### src/rtl/lsnn_spike_logger.sv
// Spike event logger: ISI timestamping plus a valid/ready event FIFO.
// Define LSNN_RATE_EN to add the windowed spike-rate counter.
module lsnn_spike_logger #(
  parameter int FIFO_DEPTH    = 4,
  parameter int RATE_WIN_LOG2 = 8
) (
  input  logic                          clk,
  input  logic                          rst_n,
  input  logic                          spike_in,
  input  logic [7:0]                    thresh_in,
  output logic [15:0]                   evt_data,
  output logic                          evt_valid,
  input  logic                          evt_ready,
  output logic [$clog2(FIFO_DEPTH):0]   fifo_count,
  output logic                          overflow,
  output logic [7:0]                    drop_count,
  output logic [7:0]                    rate_out,
  output logic                          rate_strobe
);

  localparam int AW = $clog2(FIFO_DEPTH);
  localparam int CW = AW + 1;

  if (FIFO_DEPTH < 2 || FIFO_DEPTH > 16 ||
      (FIFO_DEPTH & (FIFO_DEPTH - 1)) != 0) begin : g_bad_depth
    $error("FIFO_DEPTH must be a power of two in 2..16");
  end
  if (RATE_WIN_LOG2 < 1 || RATE_WIN_LOG2 > 24) begin : g_bad_win
    $error("RATE_WIN_LOG2 out of range");
  end

  logic [7:0]    isi_q, isi_d;
  logic [7:0]    isi_val;
  logic [AW-1:0] wr_ptr_q, wr_ptr_d;
  logic [AW-1:0] rd_ptr_q, rd_ptr_d;
  logic [CW-1:0] cnt_q, cnt_d;
  logic [15:0]   mem_q [FIFO_DEPTH];
  logic [15:0]   mem_d [FIFO_DEPTH];
  logic          ovf_q, ovf_d;
  logic [7:0]    drop_q, drop_d;

  logic full;
  logic empty;
  logic pop;
  logic push_ok;
  logic drop;

  assign full    = (cnt_q == CW'(FIFO_DEPTH));
  assign empty   = (cnt_q == '0);
  assign pop     = ~empty & evt_ready;
  assign push_ok = spike_in & (~full | pop);
  assign drop    = spike_in & full & ~pop;

  // ISI reported at a spike counts the spike edge itself
  always_comb begin
    isi_val = (isi_q == 8'hFF) ? 8'hFF : isi_q + 8'd1;
    isi_d   = isi_q;
    if (spike_in) begin
      isi_d = '0;
    end else if (isi_q != 8'hFF) begin
      isi_d = isi_q + 8'd1;
    end
  end

  always_comb begin
    wr_ptr_d = wr_ptr_q;
    rd_ptr_d = rd_ptr_q;
    cnt_d    = cnt_q;
    ovf_d    = ovf_q;
    drop_d   = drop_q;
    for (int i = 0; i < FIFO_DEPTH; i++) begin
      mem_d[i] = mem_q[i];
    end
    if (push_ok) begin
      mem_d[wr_ptr_q] = {isi_val, thresh_in};
      wr_ptr_d        = wr_ptr_q + AW'(1);
    end
    if (pop) begin
      rd_ptr_d = rd_ptr_q + AW'(1);
    end
    cnt_d = cnt_q + CW'(push_ok) - CW'(pop);
    if (drop) begin
      ovf_d = 1'b1;
      if (drop_q != 8'hFF) begin
        drop_d = drop_q + 8'd1;
      end
    end
  end

  always_ff @(posedge clk or posedge rst_n) begin
    if (rst_n) begin
      isi_q    <= '0;
      wr_ptr_q <= '0;
      rd_ptr_q <= '0;
      cnt_q    <= '0;
      ovf_q    <= 1'b0;
      drop_q   <= '0;
      for (int i = 0; i < FIFO_DEPTH; i++) begin
        mem_q[i] <= '0;
      end
    end else begin
      isi_q    <= isi_d;
      wr_ptr_q <= wr_ptr_d;
      rd_ptr_q <= rd_ptr_d;
      cnt_q    <= cnt_d;
      ovf_q    <= ovf_d;
      drop_q   <= drop_d;
      for (int i = 0; i < FIFO_DEPTH; i++) begin
        mem_q[i] <= mem_d[i];
      end
    end
  end

  assign evt_data   = mem_q[rd_ptr_q];
  assign evt_valid  = ~empty;
  assign fifo_count = cnt_q;
  assign overflow   = ovf_q;
  assign drop_count = drop_q;

`ifdef LSNN_RATE_EN
  logic [RATE_WIN_LOG2-1:0] win_q, win_d;
  logic [7:0]               spk_q, spk_d;
  logic [7:0]               rate_q, rate_d;
  logic                     strobe_q, strobe_d;
  logic [7:0]               spk_inc;

  // A spike on the window's last edge still belongs to that window
  always_comb begin
    spk_inc  = (spk_q == 8'hFF) ? spk_q : spk_q + 8'(spike_in);
    win_d    = win_q + RATE_WIN_LOG2'(1);
    spk_d    = spk_inc;
    rate_d   = rate_q;
    strobe_d = 1'b0;
    if (&win_q) begin
      rate_d   = spk_inc;
      strobe_d = 1'b1;
      spk_d    = '0;
    end
  end

  always_ff @(posedge clk or posedge rst_n) begin
    if (rst_n) begin
      win_q    <= '0;
      spk_q    <= '0;
      rate_q   <= '0;
      strobe_q <= 1'b0;
    end else begin
      win_q    <= win_d;
      spk_q    <= spk_d;
      rate_q   <= rate_d;
      strobe_q <= strobe_d;
    end
  end

  assign rate_out    = rate_q;
  assign rate_strobe = strobe_q;
`else
  assign rate_out    = '0;
  assign rate_strobe = 1'b0;
`endif

endmodule

### config.mk
export PLATFORM = sky130hd
export DESIGN_NAME = lsnn_spike_logger
export DESIGN_NICKNAME = d
export VERILOG_FILES = /design/src/rtl/lsnn_spike_logger.sv
export SDC_FILE = /design/constraint.sdc
export NUM_CORES = 1
export LEC_CHECK = 0
export BUFFER_PORTS_ARGS = -buffer_cell sky130_fd_sc_hd__buf_2
export CAP_MARGIN = 25
export CORE_MARGIN = 2
export CORE_UTILIZATION = 58
export CTS_CLUSTER_SIZE = 20
export DETAILED_ROUTE_END_ITERATION = 10
export GPL_TIMING_DRIVEN = 0
export PLACE_DENSITY = 0.86
export RECOVER_POWER = 100
export SYNTH_ARGS = -nofsm -noshare
export SYNTH_HDL_FRONTEND = slang
export SYNTH_SLANG_ARGS = --single-unit
### constraint.sdc
create_clock -name clk -period 3.5 [get_ports clk]
set_clock_uncertainty 0.05 [all_clocks]
set_input_delay 0.7 -clock clk [delete_from_list [all_inputs] [get_ports clk]]
set_output_delay 0.7 -clock clk [all_outputs]
set_load 0.01 [all_outputs]
==> key figures <==
Status
  • Status: finished, violations left
  • Failing checks: max-capacitance violations, max-slew violations

Cells and area
  • Final core utilization: a little under two thirds
  • Multi-input gate area: around 1700 um^2
  • Layout cells sized above 1: between 20% and 30%
  • Fin area: about 4600 um^2
  • # nets final: 366
  • P&R area growth vs syn: 6.281%
  • Ant. Diodes: 0
  • Commonest non-fill, non-tap cell in the layout: dfrtp_1
  • Post-Layout Cell Count: 449
  • Commonest non-fill, non-tap cells in the layout: dfrtp_1 (88), clkbuf_1 (37), mux2_1 (36)
  • Reg area: 2202 um^2
  • Layout fillers: approximately 590

Timing
  • Final Hold Viols: 0
  • Minimum clock period: around 3 ns
  • Final number of setup-violating endpoints: 0
  • Hold WS: 0.4323 ns
  • Max Fclk: 325.1 MHz
  • RSZ-0062 raised after global routing: no
  • Worst-Margin Slew: 1.530 ns
  • Period utilization: 87.89%
  • PnR worst setup slack: 0.4240 ns
  • Slew headroom: -2.021%
  • Final max-slew violation count: 65

Routing
  • Met2 WL: 3.913 mm
  • WL per Instance: ~17 um
  • Detailed-route via count: 2456
  • Total wire length: around 7.7 mm
  • Iter 0 DRT Violations: 57
  • Vias/cell: between 5 and 6
  • Met3 WL post-DR: 319 um
  • Antenna-violating nets left: 0
  • DR pass1 iterations: 4
  • Met1 wire length: 3.412 mm
  • Number of remaining DRC errors: 0
  • Uppermost layer routed: met4

Logic synthesis
  • Commonest register cell after synthesis: dfrtp_1
  • #FFs+latches synth: between 80 and 90
  • Unique masters post-synth: 38
  • Synthesized cell area: 4363 um^2
  • Yosys warning count: 0
  • Sequential area share after synthesis: 50.47%
  • Synth Area per Inst: 15.31 um^2
  • Synth Instances: 285
  • Fraction of registers with async set/reset: 100.0%
  • Post-synth EDFFs: 0

Floorplanning
  • Starting Density: 60.15%
  • Num rows: 31
  • Die extent in y: 90.73 um
  • Die Wd: approximately 90 um
  • Core ar.: a little over 7000 um^2
  • I/O pin count: 50
  • Die area: around 8200 um^2

Setup path
  • CP Buf/Inv Count: 3
  • CP dominant cell by count: clkbuf_1
  • Worst setup EP type: output port
  • Max FO, Critical Path: 10
  • Delay-heaviest family, CP: buffers and inverters
  • Worst Path Required: 2.75 ns
  • CP max stage cell: clkbuf_1
  • CP peak stage delay: approximately 0.62 ns
  • WS Path Type: reg2out
  • Crit path cell chain: clkbuf_1, clkbuf_1, mux4_2, clkbuf_1
  • Startpoint class of the critical path: register
  • CP arrival: 2.33 ns

Pwr
  • Clock power share: about 23%
  • Net Sw Power: 1161 uW
  • VDD IR max: ~0.42 mV
  • Seq pwr share: 42.5%
  • Power density cells: 779.9 nW/um^2
  • Switching share of power: 32.11%
  • Comb power frac: 34.7%
  • Static leakage: about 0.0021 uW
  • Cell Int Power: 2455 uW

Place
  • Setup WS pre-CTS: 0.8050 ns
  • Detailed placement HPWL: 5.154 mm
  • # port buffers: 40
  • Dpl cell area: 4747 um^2
  • Gpl congestion: 0.8811
  • Placed insts: 433

GRT
  • Vias in the first global route: between 2000 and 3000
  • All-Layer GR Usage: 20.95%
  • Gr ovfl total: 0
  • Global-route wire length before repair: 13.34 mm
  • Largest net degree at the start of global routing: 65
  • Antenna violations before repair: 0

Clock tree
  • CTS clk-pin slew, worst paths: 0.08 ns
  • CTS tree: yes
  • Root cell of the clock tree: clkbuf_8
  • # clock sinks: 88
  • H-tree depth: 3
  • Post-CTS setup buffers: 0
  • CTS max path bufs: 2
  • Cts repair resizes: 0
  • Clk_lat worst skew: approximately 0.36 ns
  • TritonCTS Buffers: 9
  • Hold bufs inserted after CTS: 0

Hold path
  • Tightest Hold Check Type: reg2reg

Flow run
  • Max Cap Violations: 1
-- state kept, by name (all words and copies together) (netlist names) --
register    flops
rd_ptr_q        2
drop_count      8
fifo_count      3
isi_q           8
mem_q          64
overflow        1
wr_ptr_q        2
-- cells in the mapped netlist, drive strengths merged (3+ instances only) --
library cell,n,area (um^2)
a31oi,3,18.77
buf,17,185.2
nand3,9,45.04
nor2,6,22.52
dfrtp,88,2202
xor2,5,43.79
nand2,15,121.4
nand2b,3,18.77
ha,8,100.1
mux4,16,360.4
mux2,68,915.9
xnor2,6,52.55
o21ai,3,15.01
inv,8,30.03
nor2b,4,27.53
a21oi,5,25.02
-- routing by layer --
layer	up-vias	GRT usage [%]
met5	-	0
met4	0	5.897
met3	7	6.177
met2	53	35.14
met1	1270	26.58
li1	1126	-
-- power by group through the flow --
stage	registers (uW)	logic, uW	clock network [uW]
after CTS	1550	1630	845
after global routing	1580	1370	879
after detailed placement	1560	1620	0
after floorplan	1520	1250	0
after global placement	1540	1560	0
final	1540	1250	827
-- path summary, 6_finish.rpt --
kind / slack (ns) / start / depth (start not counted) / endpoint
max in group asynchronous: 0.93 / rst_n / 3 / isi_q[4]
hold / removal: 0.43 / overflow / 1 / overflow
setup / recovery: 0.42 / rd_ptr_q[1] / 4 / evt_data[7]
min in group asynchronous: 0.49 / rst_n / 2 / mem_q[35]
hold reg to reg: 0.43 / overflow / 1 / overflow
setup reg to reg: 0.59 / fifo_count[0] / 6 / mem_q[2]
-- stage by stage --
| step | setup TNS, ns | total power (uW) |
|---|---|---|
| after detailed placement | 0 | 3184 |
| after global routing | 0 | 3824 |
| after global placement | -36.99 | 3101 |
| final | 0 | 3616 |
| after floorplan | 0 | 2764 |
| after CTS | 0 | 4020 |
-- area by class of cell --
cell class,instances,area share [%]
Clock buffer,10,2.752
Buffer,19,2.725
Sequential cell,88,47.49
Multi-Input combinational cell,178,37.72
Clock inverter,6,2.321
Tap cell,99,2.671
Inverter,8,0.6746
Timing Repair Buffer,41,3.643
-- logic make-up after synthesis --
kind of cell / share of synthesized area [%]
and+or+nand+nor: 7.600
other: 0.08595
AOI/OAI and AO/OA: 2.065
xor gates and xnor gates: 2.208
buffers and inverters: 5.105
DFF: 50.47
muxes: 29.71
adders and majority gates: 2.753
(Power assumes the default switching activity.)
